## src/rtl/hack_kbd_ps2_rx.sv

```systemverilog
// hack_kbd_ps2_rx
//   Receives PS/2 scan-code set 2 frames and keeps the 16-bit Hack keyboard
//   register (KBD). KBD holds the Hack key code of the key currently held,
//   or 0 when no mapped key is held.
//
//   Ports:
//     clk        system clock
//     reset      synchronous, active-high reset
//     ps2_clk    PS/2 clock line (asynchronous)
//     ps2_data   PS/2 data line (asynchronous)
//     out        KBD register value (Hack key code or 0)
//     key_strobe one-cycle pulse whenever out changes value
//     frame_err  one-cycle pulse on start, parity, stop or timeout error
//
//   Latency: a byte whose stop bit is sampled in cycle N (the cycle in
//   which the synchronised clock is seen falling) lands on out, together
//   with key_strobe, at the second clock edge after that cycle.
module hack_kbd_ps2_rx #(
  parameter int TIMEOUT_CYCLES = 50000
) (
  input  logic        clk,
  input  logic        reset,
  input  logic        ps2_clk,
  input  logic        ps2_data,
  output logic [15:0] out,
  output logic        key_strobe,
  output logic        frame_err
);

  localparam int TW = $clog2(TIMEOUT_CYCLES + 1);
  localparam logic [TW-1:0] TO_LAST = TW'(TIMEOUT_CYCLES - 1);

  typedef enum logic [1:0] {
    IDLE   = 2'd0,
    DATA   = 2'd1,
    PARITY = 2'd2,
    STOP   = 2'd3
  } state_t;

  // Set 2 scan code (with pending E0 flag) to Hack key code; 0 = unmapped.
  function automatic logic [15:0] map_code(input logic [7:0] code,
                                           input logic       ext);
    logic [15:0] hack;
    hack = 16'd0;
    if (ext) begin
      case (code)
        8'h6B:   hack = 16'd130;
        8'h75:   hack = 16'd131;
        8'h74:   hack = 16'd132;
        8'h72:   hack = 16'd133;
        default: hack = 16'd0;
      endcase
    end else begin
      case (code)
        8'h1C:   hack = 16'd65;
        8'h32:   hack = 16'd66;
        8'h21:   hack = 16'd67;
        8'h23:   hack = 16'd68;
        8'h24:   hack = 16'd69;
        8'h2B:   hack = 16'd70;
        8'h34:   hack = 16'd71;
        8'h33:   hack = 16'd72;
        8'h43:   hack = 16'd73;
        8'h3B:   hack = 16'd74;
        8'h42:   hack = 16'd75;
        8'h4B:   hack = 16'd76;
        8'h3A:   hack = 16'd77;
        8'h31:   hack = 16'd78;
        8'h44:   hack = 16'd79;
        8'h4D:   hack = 16'd80;
        8'h15:   hack = 16'd81;
        8'h2D:   hack = 16'd82;
        8'h1B:   hack = 16'd83;
        8'h2C:   hack = 16'd84;
        8'h3C:   hack = 16'd85;
        8'h2A:   hack = 16'd86;
        8'h1D:   hack = 16'd87;
        8'h22:   hack = 16'd88;
        8'h35:   hack = 16'd89;
        8'h1A:   hack = 16'd90;
        8'h45:   hack = 16'd48;
        8'h16:   hack = 16'd49;
        8'h1E:   hack = 16'd50;
        8'h26:   hack = 16'd51;
        8'h25:   hack = 16'd52;
        8'h2E:   hack = 16'd53;
        8'h36:   hack = 16'd54;
        8'h3D:   hack = 16'd55;
        8'h3E:   hack = 16'd56;
        8'h46:   hack = 16'd57;
        8'h29:   hack = 16'd32;
        8'h5A:   hack = 16'd128;
        8'h66:   hack = 16'd129;
        8'h76:   hack = 16'd140;
        default: hack = 16'd0;
      endcase
    end
    return hack;
  endfunction

  // ---- stage p0: synchronisers and falling-edge detect ----
  logic clk_s1_p0, clk_s2_p0, clk_d_p0;
  logic dat_s1_p0, dat_s2_p0;
  logic sample_p0;

  always_ff @(posedge clk) begin
    if (reset) begin
      clk_s1_p0 <= 1'b0;
      clk_s2_p0 <= 1'b0;
      clk_d_p0  <= 1'b0;
      dat_s1_p0 <= 1'b0;
      dat_s2_p0 <= 1'b0;
    end else begin
      clk_s1_p0 <= ps2_clk;
      clk_s2_p0 <= clk_s1_p0;
      clk_d_p0  <= clk_s2_p0;
      dat_s1_p0 <= ps2_data;
      dat_s2_p0 <= dat_s1_p0;
    end
  end

  // Clearing the synchronisers to 0 cannot fake an edge: an edge needs
  // the delayed copy to be 1 first.
  assign sample_p0 = clk_d_p0 & ~clk_s2_p0;

  // ---- stage p1: frame FSM, produces one validated byte ----
  state_t          state;
  logic [2:0]      bit_cnt;
  logic [TW-1:0]   to_cnt;
  logic            par_ok;
  logic [7:0]      sr_p0;
  logic [7:0]      byte_p1;
  logic            vld_p1;

  always_ff @(posedge clk) begin
    if (reset) begin
      state     <= IDLE;
      bit_cnt   <= 3'd0;
      to_cnt    <= '0;
      par_ok    <= 1'b0;
      frame_err <= 1'b0;
      vld_p1    <= 1'b0;
    end else begin
      frame_err <= 1'b0;
      vld_p1    <= 1'b0;
      // A sample event takes priority over an expiring timeout.
      if (sample_p0) begin
        to_cnt <= '0;
        case (state)
          IDLE: begin
            if (!dat_s2_p0) begin
              state   <= DATA;
              bit_cnt <= 3'd0;
            end else begin
              frame_err <= 1'b1;
            end
          end
          DATA: begin
            bit_cnt <= bit_cnt + 3'd1;
            if (bit_cnt == 3'd7) state <= PARITY;
          end
          PARITY: begin
            // Odd parity: data bits plus parity bit hold an odd count of ones.
            par_ok <= ^{sr_p0, dat_s2_p0};
            state  <= STOP;
          end
          STOP: begin
            if (dat_s2_p0 && par_ok) vld_p1    <= 1'b1;
            else                     frame_err <= 1'b1;
            state <= IDLE;
          end
          default: state <= IDLE;
        endcase
      end else if (state != IDLE) begin
        if (to_cnt == TO_LAST) begin
          state     <= IDLE;
          frame_err <= 1'b1;
          to_cnt    <= '0;
        end else begin
          to_cnt <= to_cnt + TW'(1);
        end
      end else begin
        to_cnt <= '0;
      end
    end
  end

  // Byte datapath: shift register and captured byte carry no reset; the
  // valid flag alone decides whether the byte is used.
  always_ff @(posedge clk) begin
    if (sample_p0 && state == DATA) sr_p0 <= {dat_s2_p0, sr_p0[7:1]};
    if (sample_p0 && state == STOP) byte_p1 <= sr_p0;
  end

  // ---- stage p2: scan-code decoder and KBD register ----
  logic        brk, ext;
  logic [15:0] hack_p1;

  assign hack_p1 = map_code(byte_p1, ext);

  always_ff @(posedge clk) begin
    if (reset) begin
      out        <= 16'd0;
      key_strobe <= 1'b0;
      brk        <= 1'b0;
      ext        <= 1'b0;
    end else begin
      key_strobe <= 1'b0;
      if (vld_p1) begin
        case (byte_p1)
          8'hE0: ext <= 1'b1;
          8'hF0: brk <= 1'b1;
          default: begin
            if (hack_p1 != 16'd0) begin
              if (brk) begin
                // Releasing a key other than the one shown is ignored.
                if (out == hack_p1) begin
                  out        <= 16'd0;
                  key_strobe <= 1'b1;
                end
              end else if (out != hack_p1) begin
                // Typematic repeats of the held key fall through silently.
                out        <= hack_p1;
                key_strobe <= 1'b1;
              end
            end
            brk <= 1'b0;
            ext <= 1'b0;
          end
        endcase
      end
    end
  end

endmodule

```

## config.mk

```make
export PLATFORM = sky130hd
export DESIGN_NAME = hack_kbd_ps2_rx
export DESIGN_NICKNAME = d
export VERILOG_FILES = /design/src/rtl/hack_kbd_ps2_rx.sv
export SDC_FILE = /design/constraint.sdc
export NUM_CORES = 1
export LEC_CHECK = 0
export ABC_AREA = 1
export CORE_MARGIN = 3
export CORE_UTILIZATION = 40
export CTS_CLUSTER_SIZE = 8
export DETAILED_ROUTE_END_ITERATION = 8
export GPL_TIMING_DRIVEN = 0
export PLACE_DENSITY = 0.67
export SLEW_MARGIN = 20
export SYNTH_ARGS = -nofsm -noshare
export SYNTH_HDL_FRONTEND = slang
export SYNTH_SLANG_ARGS = --single-unit
```

## constraint.sdc

```tcl
create_clock -name clk -period 3.9 [get_ports clk]
set_input_delay 0.39 -clock clk [delete_from_list [all_inputs] [get_ports clk]]
set_output_delay 0.39 -clock clk [all_outputs]
set_load 0.05 [all_outputs]
```

==> results of run 1 <==
metal layers:
| layer | vias up | global-route usage | part of all wire |
|---|---|---|---|
| li1 | 1834 | - | - |
| met5 | - | 0 | 0 |
| met1 | 1523 | 0.185 | 0.46 |
| met3 | 15 | 0.0449 | 0.048 |
| met4 | 0 | 0.0546 | 0.021 |
| met2 | 81 | 0.264 | 0.47 |
power breakdown:
part           internal [mW]  switching [mW]
clock                  0.299           0.264
combinational         0.0128          0.0290
sequential             0.678         0.00184
total                  0.990           0.295
through the flow:
| step | hold slack [ns] | util |
|---|---|---|
| after floorplan | 0.388 | - |
| after global placement | 0.393 | 0.456 |
| after detailed placement | 0.395 | 0.456 |
| after CTS | 0.408 | 0.476 |
| after global routing | 0.432 | 0.476 |
| final | 0.406 | 0.476 |
worst max-delay path by stage:
stage,start,endpoint,slack (ns),depth (start not counted)
after floorplan,byte_p1[7],out[2],1.68,19
after global routing,byte_p1[7],out[3],0.95,16
final,byte_p1[7],out[3],1.28,16
after CTS,byte_p1[7],out[3],1.25,16
after global placement,byte_p1[7],out[2],1.34,16
after detailed placement,byte_p1[7],out[2],1.27,16
area by class of cell:
class | instances | area share
Clock inverter | 6 | 0.0149
Buffer | 15 | 0.0263
Sequential cell | 64 | 0.318
Clock buffer | 10 | 0.0282
Timing Repair Buffer | 13 | 0.0288
Multi-Input combinational cell | 417 | 0.492
Tap cell | 129 | 0.0357
Inverter | 67 | 0.0561
cells in the final DEF (no fill, tap or decap), types with 6 or more instances in the layout:
cell type,netlist,routed
nor2_4,6,6
inv_2,9,9
o21ai_0,8,8
conb_1,1,8
ha_1,17,17
clkdlybuf4s50_1,0,13
nand2_4,8,8
a21oi_1,34,34
nand4_1,6,6
nor2_1,56,56
inv_1,57,57
dfxtp_1,48,48
buf_4,9,9
nand2_2,12,12
edfxtp_1,16,16
nor2_2,7,7
xor2_1,8,8
nand3_1,50,50
clkbuf_8,0,9
xnor2_1,7,7
nand2_1,148,148
nor3_1,14,14
cell families after synthesis:
family | count (synthesis) | share of synthesized area
AO/OA/AOI/OAI | 57 | 0.0848
XOR/XNOR | 15 | 0.0327
adder cells (fa/ha/maj) | 17 | 0.0530
buffers and inverters | 82 | 0.0929
flip-flops | 64 | 0.359
other | 1 | 0.000935
AND/OR/NAND/NOR | 320 | 0.376
synth_stat cells (2+ instances only):
master | instances | area, um^2
nand2_1 | 148 | 556
inv_1 | 57 | 214
nor2_1 | 56 | 210
nand3_1 | 50 | 250
dfxtp_1 | 48 | 961
a21oi_1 | 34 | 170
ha_1 | 17 | 213
edfxtp_1 | 16 | 480
nor3_1 | 14 | 70.1
nand2_2 | 12 | 75.1
buf_4 | 9 | 67.6
inv_2 | 9 | 33.8
nand2_4 | 8 | 90.1
o21ai_0 | 8 | 40.0
xor2_1 | 8 | 70.1
nor2_2 | 7 | 43.8
xnor2_1 | 7 | 61.3
nand4_1 | 6 | 37.5
nor2_4 | 6 | 67.6
o21ai_2 | 4 | 35.0
nor3b_1 | 3 | 22.5
o21a_1 | 3 | 22.5
a22oi_1 | 2 | 15.0
buf_2 | 2 | 10.0
buf_6 | 2 | 22.5
nand3b_1 | 2 | 15.0
nor3_2 | 2 | 20.0
nor4_1 | 2 | 12.5
o21ai_1 | 2 | 10.0
o21ai_4 | 2 | 32.5
worst max-delay path, cell delays in order (launching register included):
cell	delay, ns
edfxtp_1	0.45
nor2_2	0.32
nand2_1	0.14
xor2_1	0.16
nand2_1	0.07
nor3_1	0.15
nand3_1	0.13
inv_1	0.07
nand2_1	0.05
ha_1	0.17
inv_1	0.05
nand2_1	0.07
nor2_2	0.25
buf_4	0.23
nand3_2	0.08
nand2_1	0.06
nor2_1	0.04
==> results.py, run 1 <==
metrics = {
    "run_status": {
        "status": "complete, no violations",
    },
    "sta": {
        "finalWorstSetupSlack_ns": 1.28,
        "rsz0062_at_grt": "false",
        "max_freq_mhz": 381,
        "period_needed_ns": 2.62,
        "finClkSkew_ns": 0.00874,
        "setup_viol": 0,
        "maxSlewViolCount": 0,
        "hold_viol_final": 0,
        "max_slew.worst_pin.slew_ns": 0.701,
        "period_share": 0.672,
        "relSlewSlack": 0.531,
        "setup-tns-final_ns": 0,
    },
    "synth": {
        "ys_ff_latch": 64,
        "netlist_instances": 556,
        "ys_types": 40,
        "synth_area_per_cell_um2": 7.22,
        "synth_edf_count": 16,
        "seq_area_frac_synth": 0.359,
        "synthArstFlopShare": 0,
        "ys.flop_type": "dfxtp_1",
        "ys_warn_count": 0,
        "synth_area_um2": 4010,
    },
    "critical_path": {
        "crit_type": "reg2reg",
        "worst-path-max-fanout": 10,
        "setup.worst_path.end_class": "flop",
        "required_ns": 4.13,
        "reg2regPathDepth": 16,
        "rr_endpoint": "out[3]",
        "cp.arrival_ns": 2.86,
        "start_kind": "flop",
        "r2r_slack_ns": 1.28,
        "r2r_start": "byte_p1[7]",
    },
    "layout": {
        "final_area_um2": 4530,
        "final_nets": 608,
        "fin_cells": 721,
        "multi_input_area_um2": 2220,
        "syn2layout_area_growth_pct": 12.8,
        "n_antenna_cell": 0,
        "register_area_um2": 1440,
        "drive_gt1_frac": 0.140,
        "n_fill_cell": 920,
    },
    "place": {
        "globalplace.congestion": 0.923,
        "dpl.hpwl_um": 6250,
        "numPortBuffers": 13,
        "pre_cts_ws_ns": 1.27,
        "placed_area_um2": 4330,
        "placed_cells": 705,
    },
    "floorplan": {
        "dieHeight_um": 106,
        "core_region_area_um2": 9500,
        "start_util": 0.422,
        "die_area_um2": 11300,
        "io_pins": 22,
        "num_rows": 35,
        "die_w_um": 106,
    },
    "pwr": {
        "finalPower_mw": 1.28,
        "p_per_area_nw_per_um2": 284,
        "vdd_drop_max_mv": 0.188,
        "power.leakage_nw": 1.95,
    },
    "route": {
        "vias_per_cell": 4.79,
        "wl_per_cell_um": 11.2,
        "drt-pass1-iter-count": 4,
        "drt_iter0_drc": 179,
        "vias": 3453,
        "ant_nets": 0,
        "drc": 0,
        "finalWirelength_um": 8040,
    },
    "global_route": {
        "grt_usage": 0.155,
        "grt_pass1_wl_um": 14500,
        "grt_max_degree": 13,
        "first_global_vias": 3321,
        "antenna_found_initial": 0,
        "grt_overflow_total": 0,
    },
    "cts": {
        "cts_buffers": 9,
        "cts_resized": 0,
        "cts_setup_buffers": 0,
        "cts_root_buffer": "clkbuf_8",
        "cts_tree": "yes",
        "clockBufferDepth": 2,
        "hold_buffers": 0,
        "cts-htree-levels": 3,
        "numClockSinks": 64,
        "clk_transition_reported_paths_ns": 0.07,
        "insertion_delay_ns": 0.35,
    },
    "min_path": {
        "min_path_type": "reg2reg",
        "min_to": "dat_s2_p0",
        "hold_start": "dat_s1_p0",
        "min_path_cells": 2,
    },
    "flow_run": {
        "drv_cap": 0,
    },
}
(Power assumes the default switching activity.)
==> run 2: changes to the inputs <==
Settings changed: PLACE_DENSITY 0.67 to 0.69.
Clock period 3.9 ns to 2.4 ns, I/O delays scaled along.
==> run 2 against run 1 <==
- via count is 5.1% higher
- sequential share of layout area is 1.7 points lower
- hold slack worse by 0.0039 ns
- final area increased by 5.7%
- core utilization up 2.7 points
- flip-flop and latch count is the same
- maximum frequency rose by 10%
- sequential power is 63% higher
- critical path type unchanged
- critical endpoint is now out[7]
- largest cell class unchanged
==> results.py, run 2 (synthesis gave the netlist of run 1 again) <==
metrics = {
    "layout": {
        "layout_commonest_cell": "nand2_1",
        "syn2layout_area_growth_pct": 19.2,
        "drive_gt1_frac": 0.206,
        "final_nets": 622,
        "layout_common_cells": "136 x nand2_1, 55 x inv_1, 53 x nor2_1",
        "fin_cells": 735,
        "final_area_um2": 4780,
        "n_antenna_cell": 0,
    },
    "critical_path": {
        "required_ns": 2.65,
        "reg2regPathDepth": 19,
        "r2r_slack_ns": 0.02,
        "worst-path-max-fanout": 6,
        "setup.worst_path.end_class": "flop",
        "cp.arrival_ns": 2.63,
        "crit_path_frequent_cell": "nand2_2",
        "r2r_start": "byte_p1[7]",
        "start_kind": "flop",
        "cpPeakStageDelay_ns": 0.47,
        "cp_slowest_cell": "edfxtp_1",
        "rr_endpoint": "out[7]",
        "path_cells": "inv_2 -> nand2_4 -> nor2_4 -> nand2_2 -> nand2_2 -> inv_1 -> nand3_2 -> nand2_2 -> xnor2_2 -> nor2_1 -> nand2_1 -> ha_2 -> inv_2 -> nand2_2 -> nor2_4 -> buf_12 -> nand3_1 -> nand2_1 -> nor2_1",
        "crit_type": "reg2reg",
    },
    "place": {
        "numPortBuffers": 13,
        "placed_cells": 705,
        "dpl.hpwl_um": 6450,
        "globalplace.congestion": 0.949,
        "placed_area_um2": 4330,
    },
    "sta": {
        "hold_viol_final": 0,
        "period_needed_ns": 2.38,
        "rsz0062_at_grt": "true",
        "max_freq_mhz": 420,
        "relSlewSlack": 0.528,
        "max_slew.worst_pin.slew_ns": 0.705,
        "setup_viol": 0,
        "period_share": 0.992,
        "maxSlewViolCount": 0,
        "finClkSkew_ns": 0.0120,
    },
    "floorplan": {
        "start_util": 0.422,
        "die_area_um2": 11300,
        "die_w_um": 106,
        "io_pins": 22,
        "num_rows": 35,
        "dieHeight_um": 106,
        "core_region_area_um2": 9500,
    },
    "cts": {
        "clockBufferDepth": 2,
        "cts_buffers": 9,
        "cts_root_buffer": "clkbuf_8",
        "cts-htree-levels": 3,
        "insertion_delay_ns": 0.35,
        "numClockSinks": 64,
        "cts_tree": "yes",
        "clk_transition_reported_paths_ns": 0.08,
    },
    "run_status": {
        "status": "complete, no violations",
    },
    "min_path": {
        "min_to": "clk_s2_p0",
        "hold_start": "clk_s1_p0",
        "min_path_type": "reg2reg",
        "min_path_cells": 2,
    },
    "pwr": {
        "pwr-share-seq": 0.517,
        "p_sw_mw": 0.490,
        "vdd_drop_max_mv": 0.484,
        "p_clk_frac": 0.451,
        "p_per_area_nw_per_um2": 446,
        "p_comb_frac": 0.032,
        "intPower_mw": 1.65,
        "p_sw_frac": 0.230,
        "power.leakage_nw": 2.04,
    },
    "global_route": {
        "grt_overflow_total": 0,
        "antenna_found_initial": 0,
        "first_global_vias": 3475,
        "grt_pass1_wl_um": 15600,
        "grt_usage": 0.167,
        "grt_max_degree": 12,
    },
    "route": {
        "ant_nets": 0,
        "vias": 3629,
        "drc": 0,
        "drt_iter0_drc": 179,
        "vias_per_cell": 4.94,
        "wl_per_cell_um": 12.3,
        "finalWirelength_um": 9040,
        "drt-pass1-iter-count": 7,
    },
    "flow_run": {
        "drv_cap": 0,
    },
}
==> run 2: how the worst max path moves through the flow <==
stage	from	endpoint	slack (ns)	cells after the start
floorplan	byte_p1[7]	out[2]	0.18	19
finish	byte_p1[7]	out[7]	0.02	19
detailed placement	byte_p1[7]	out[2]	-0.19	16
global route	byte_p1[7]	out[7]	-0.14	19
global placement	byte_p1[7]	out[2]	-0.15	16
CTS	byte_p1[7]	out[2]	0.005	19
==> run 2: power groups by stage <==
stage / logic [mW] / clock network, mW / registers, mW
floorplan: 0.0568 / 0 / 1.13
global placement: 0.0674 / 0 / 1.13
detailed placement: 0.0681 / 0 / 1.13
CTS: 0.0682 / 0.981 / 1.10
global route: 0.0742 / 1.03 / 1.11
finish: 0.0686 / 0.962 / 1.11
==> run 2: timing repair <==
item | CTS | global route
pin swaps | 2 | 15
endpoints found under the setup margin | 12 | 15
endpoints found under the hold margin | 0 | 0
gates cloned | 0 | 1
hold buffers | 0 | 0
buffers inserted | 2 | 11
gates resized for setup | 5 | 32
==> run 2: critical path: cells and delay by family (launching register included) <==
| family | cells | cell delay (ns) |
|---|---|---|
| flip-flops | 1 | 0.47 |
| AND/OR/NAND/NOR | 13 | 1.13 |
| adder cells (fa/ha/maj) | 1 | 0.16 |
| XOR/XNOR | 1 | 0.15 |
| buffers and inverters | 4 | 0.37 |
==> run 2: layout make-up <==
| type | instances | area [um^2] |
|---|---|---|
| tap | 129 | 161 |
| buffer | 15 | 128 |
| sequential | 64 | 1440 |
| inverter | 67 | 254 |
| timing repair buffer | 27 | 243 |
| fill | 947 | 4720 |
| clock buffer | 12 | 149 |
| multi-input combinational | 417 | 2350 |
| clock inverter | 4 | 52.6 |
==> run 2: through the flow <==
step / util / hold slack, ns / total power, mW / setup WS, ns / TNS [ns]
2_1_floorplan: - / 0.347 / 1.19 / 0.176 / 0
6_report: 0.503 / 0.402 / 2.14 / 0.0194 / 0
3_5_place_dp: 0.456 / 0.393 / 1.20 / -0.192 / -1.25
5_1_grt: 0.503 / 0.413 / 2.21 / -0.137 / -0.789
3_3_place_gp: 0.456 / 0.390 / 1.20 / -0.150 / -0.765
4_1_cts: 0.482 / 0.404 / 2.15 / 0.00525 / 0
==> run 2: layer usage <==
| metal | GRT usage | part of all wire |
|---|---|---|
| met5 | 0 | 0 |
| met4 | 0.0481 | 0.015 |
| met3 | 0.0401 | 0.040 |
| met2 | 0.287 | 0.50 |
| met1 | 0.207 | 0.44 |
==> run 3: changes to the inputs <==
Settings changed: SETUP_SLACK_MARGIN set to 0.5.
Clock period 2.4 ns to 2 ns, I/O delays scaled along.
==> run 3 against run 2 <==
- the run now ends with negative setup slack left
- hold slack got worse by 0.027 ns
- clock skew down 0.00069 ns
- final area grew 24%
- die area unchanged
- clock power up 16%
- final cell count is 9.4% higher
- critical path type unchanged
- largest power group unchanged
==> results.py, run 3 (synthesis gave the netlist of run 1 again) <==
metrics = {
    "run_status": {
        "status": "complete, but fails checks",
        "violations": "negative setup slack",
    },
    "min_path": {
        "hold_start": "ps2_clk",
        "min_path_cells": 3,
        "min_to": "clk_s1_p0",
        "min_path_type": "in2reg",
    },
    "critical_path": {
        "reg2regPathDepth": 19,
        "r2r_start": "byte_p1[7]",
        "setup.worst_path.end_class": "flop",
        "start_kind": "flop",
        "r2r_slack_ns": -0.32,
        "crit_type": "reg2reg",
        "cp.arrival_ns": 2.56,
        "worst-path-max-fanout": 4,
        "required_ns": 2.24,
        "rr_endpoint": "out[7]",
    },
    "sta": {
        "period_needed_ns": 2.32,
        "maxSlewViolCount": 0,
        "period_share": 1.16,
        "setup_viol": 9,
        "hold_viol_final": 0,
        "setup-tns-final_ns": -2.51,
        "finalWorstSetupSlack_ns": -0.323,
        "max_freq_mhz": 431,
        "finClkSkew_ns": 0.0113,
        "rsz0062_at_grt": "true",
    },
    "route": {
        "vias_per_cell": 5.02,
        "wl_per_cell_um": 13.7,
        "drc": 0,
        "finalWirelength_um": 11000,
        "vias": 4035,
        "drt-pass1-iter-count": 5,
        "ant_nets": 0,
        "drt_iter0_drc": 197,
    },
    "global_route": {
        "first_global_vias": 4021,
        "grt_overflow_total": 0,
        "antenna_found_initial": 0,
        "grt_max_degree": 12,
        "grt_pass1_wl_um": 17700,
        "grt_usage": 0.189,
    },
    "cts": {
        "clockBufferDepth": 2,
        "cts_buffers": 9,
        "cts_tree": "yes",
        "insertion_delay_ns": 0.34,
        "numClockSinks": 64,
        "hold_buffers": 0,
        "cts-htree-levels": 3,
        "cts_root_buffer": "clkbuf_8",
        "clk_transition_reported_paths_ns": 0.07,
    },
    "pwr": {
        "power.leakage_nw": 2.53,
        "p_per_area_nw_per_um2": 427,
        "finalPower_mw": 2.54,
        "vdd_drop_max_mv": 0.376,
    },
    "floorplan": {
        "io_pins": 22,
        "core_region_area_um2": 9500,
        "start_util": 0.422,
        "die_area_um2": 11300,
        "dieHeight_um": 106,
        "die_w_um": 106,
        "num_rows": 35,
    },
    "place": {
        "dpl.hpwl_um": 6610,
        "numPortBuffers": 13,
        "globalplace.congestion": 0.889,
        "placed_area_um2": 4450,
    },
    "layout": {
        "final_nets": 691,
        "final_area_um2": 5940,
        "register_area_um2": 1460,
        "layout_commonest_cell": "nand2_1",
        "syn2layout_area_growth_pct": 48.1,
        "drive_gt1_frac": 0.449,
        "multi_input_area_um2": 2910,
        "n_antenna_cell": 0,
        "layout_common_cells": "113 x nand2_1, 73 x buf_4, 42 x inv_1",
        "n_fill_cell": 740,
    },
    "flow_run": {
        "drv_cap": 0,
    },
}
[run 3: changes by cell type in the layout (fill, tap and decap cells not counted), moves of 16 or more]
cell / before / now
a21oi_1: 34 / 17
nand2_1: 136 / 113
buf_6: 3 / 19
a21oi_2: 0 / 17
buf_4: 19 / 73
[run 3: worst max-delay path by stage]
stage | startpoint | end | cells after the start
after floorplan | byte_p1[7] | out[1] | 14
after global placement | byte_p1[7] | out[2] | 16
after detailed placement | byte_p1[7] | out[4] | 14
after CTS | byte_p1[7] | out[2] | 16
after global routing | byte_p1[7] | out[3] | 18
final | byte_p1[7] | out[7] | 19
[run 3: what timing repair did]
action	in CTS	in global routing
buffers inserted	59	22
resized for setup	102	106
setup endpoints to repair	53	47
cloned	2	0
pin swaps	52	47
[run 3: layout make-up]
class / count / area share
multi-input combinational: 417 / 0.490
sequential: 64 / 0.246
timing repair buffer: 96 / 0.134
inverter: 67 / 0.0463
tap: 129 / 0.0272
clock buffer: 11 / 0.0238
buffer: 15 / 0.0232
clock inverter: 5 / 0.00948
[run 3: where the power goes]
| part | leakage, nW | internal (mW) | switching (mW) |
|---|---|---|---|
| Combinational | 1.90 | 0.0284 | 0.0619 |
| Clock | 0.0993 | 0.608 | 0.513 |
| Sequential | 0.539 | 1.32 | 0.00377 |
[run 3: routing by layer]
layer | global-route usage | wire length [um]
met4 | 0.0675 | 236
met3 | 0.0334 | 487
met1 | 0.219 | 4390
met2 | 0.345 | 5910
met5 | 0 | 0
[run 3: metrics by stage]
| stage | setup WS, ns | hold WS, ns | util | std cells |
|---|---|---|---|---|
| 6_report | -0.323 | 0.375 | 0.625 | 804 |
| 2_1_floorplan | -0.132 | 0.307 | - | 563 |
| 4_1_cts | -0.352 | 0.359 | 0.569 | 782 |
| 3_3_place_gp | -0.498 | 0.390 | 0.469 | 705 |
| 3_5_place_dp | -0.552 | 0.397 | 0.469 | 705 |
| 5_1_grt | -0.520 | 0.378 | 0.625 | 804 |
[run 3: critical path, cell delays in order, from the launching register on]
cell	delay [ns]
edfxtp_1	0.48
inv_2	0.12
nand2_4	0.06
nor2_4	0.15
nand2_2	0.09
nand2_2	0.07
inv_1	0.05
nand3_2	0.06
nand2_2	0.07
xnor2_1	0.15
nor2_1	0.11
nand2_1	0.07
ha_2	0.18
inv_2	0.05
nand2_2	0.06
nor2_4	0.15
buf_4	0.15
nand3_1	0.07
nand2_1	0.07
nor2_1	0.04
==> variant (config.mk and constraints of run 3) <==
`TIMEOUT_CYCLES`: 50000 -> 100000.
--- a/src/rtl/hack_kbd_ps2_rx.sv
+++ b/src/rtl/hack_kbd_ps2_rx.sv
@@ -16,7 +16,7 @@
 //   which the synchronised clock is seen falling) lands on out, together
 //   with key_strobe, at the second clock edge after that cycle.
 module hack_kbd_ps2_rx #(
-  parameter int TIMEOUT_CYCLES = 50000
+  parameter int TIMEOUT_CYCLES = 100000
 ) (
   input  logic        clk,
   input  logic        reset,
Behaviour: no difference found for any inputs over 10 cycles, from zero or initial values and one cycle with reset high; that may be too few to reach the edited logic, so the function may still have changed.
==> variant against run 3 <==
  * The run still ends with negative setup slack left
  * Clock skew is 1.0 ps lower
  * Cell area is 4.6% lower
  * Synthesized area is 0.65% lower
  * Total power is 4.6% higher
  * Worst setup slack worse by 25 ps
  * Sequential cell count is 1 higher
  * Wire length is 4.2% lower
  * Largest cell class unchanged
==> variant: results (changes against run 3) <==
* Status: complete, but fails checks (unchanged)
* Failing checks: negative setup slack (unchanged)
* Final estimated routing congestion in global placement at 0.915 (was 0.889)
* Vias in the first global route at 3679 (was 4021)
* M1 GR Usage at 21.2% (was 21.9%)
* Reg2Reg Depth at 18 (was 19)
* Worst-path maximum fanout at 6 (was 4)
* Area contributors post-synth: dfxtp_1 (25%), nand2_1 (15%), edfxtp_1 (12%), nor2_1 (5.9%), nand3_1 (5.6%) (was dfxtp_1 (24%), nand2_1 (14%), edfxtp_1 (12%), nand3_1 (6.2%), inv_1 (5.3%))
* Final Net Count at 668 (was 691)
* Avg Vias per Cell at 5.06 (was 5.02)
* Post-synthesis sequential area ratio at 36.7% (was 35.9%)
* GR met2 Demand/Resource at 31.0% (was 34.5%)
* Initial DRC Count at 212 (was 197)
* Overall Global Routing Usage at 17.6% (was 18.9%)
* Switching Fraction at 22.0% (was 22.8%)
* Synth Area in Adders at 5.34% (was 5.30%)
* Uppermost layer routed: met4 (unchanged)
* Dpl hpwl at 6380 um (was 6610 um)
* Synth Instances at 559 (was 556)
* Max Clock Skew at 10.3 ps (was 11.3 ps)
* Share of power burned in registers at 50.7% (was 52.2%)
* First-pass GRT wire length at 16300 um (was 17700 um)
* DP Area at 4470 um2 (was 4450 um2)
* YS warnings at 0 (unchanged)
* Routed wl met2 at 5570 um (was 5910 um)
* Final setup vio count at 13 (was 9)
* Yosys cell types at 43 (was 40)
* Setup repair bufs after CTS at 35 (was 59)
* M3 GR Usage at 3.80% (was 3.34%)
* Synth top cells by count: nand2_1 (162), nor2_1 (63), inv_1 (54) (was nand2_1 (148), inv_1 (57), nor2_1 (56))
* Post-Route WL at 10600 um (was 11000 um)
* Hold path start: ps2_data (was ps2_clk)
* Filler cells at 809 (was 740)
* Hold endpoint: dat_s1_p0 (was clk_s1_p0)
* Leakage at 2.44 nW (was 2.53 nW)
* Wire length on met3 at 437 um (was 487 um)
* Crit path arrival time at 2590 ps (was 2560 ps)
* Setup TNS at -2870 ps (was -2510 ps)
* Placed cell count at 708 (was 705)
* Synth Area in Compound Gates at 7.60% (was 8.48%)
* XOR/XNOR Fraction of Synth Area at 3.74% (was 3.27%)
* Cts repair resizes at 79 (was 102)
* Final setup margin at -348 ps (was -323 ps)
* Worst vdd ir at 349 uV (was 376 uV)
* Routed vias at 3955 (was 4035)
* Final hold slack at 375 ps (about the same)
* Layout cell share with drive strength beyond 1 at 36.0% (was 44.9%)
* Largest net degree at the start of global routing at 12 (unchanged)
* P_comb at 0.0882 mW (was 0.0903 mW)
* DRT met1 WL at 4340 um (was 4390 um)
* Reg-to-reg endpoint: out[3] (was out[7])
## variant: cell types whose count changed after synthesis, sizes merged, moves of 4 or more
cell and delta:
a21oi -8, nand4 +6, nand3 -5, nand2 +4, xor2 +4
## variant: worst max path at each step
| stage | start | endpoint | slack [ps] |
|---|---|---|---|
| global route | byte_p1[3] | out[2] | -520 |
| global placement | byte_p1[1] | out[3] | -360 |
| detailed placement | byte_p1[4] | out[3] | -440 |
| finish | byte_p1[7] | out[3] | -350 |
| floorplan | byte_p1[4] | out[2] | -140 |
| CTS | byte_p1[7] | out[3] | -330 |
## variant: final cells by class
type                    count  area (um2)  share of cell area (%)
multi-input cells         419        2780                    49.0
plain buffers              17         153                    2.69
repair buffers             69         621                    10.9
flip-flops and latches     65        1480                    26.1
inverters                  66         270                    4.77
clock inverters             5        78.8                    1.39
well taps                 129         161                    2.85
clock buffers              11         131                    2.32
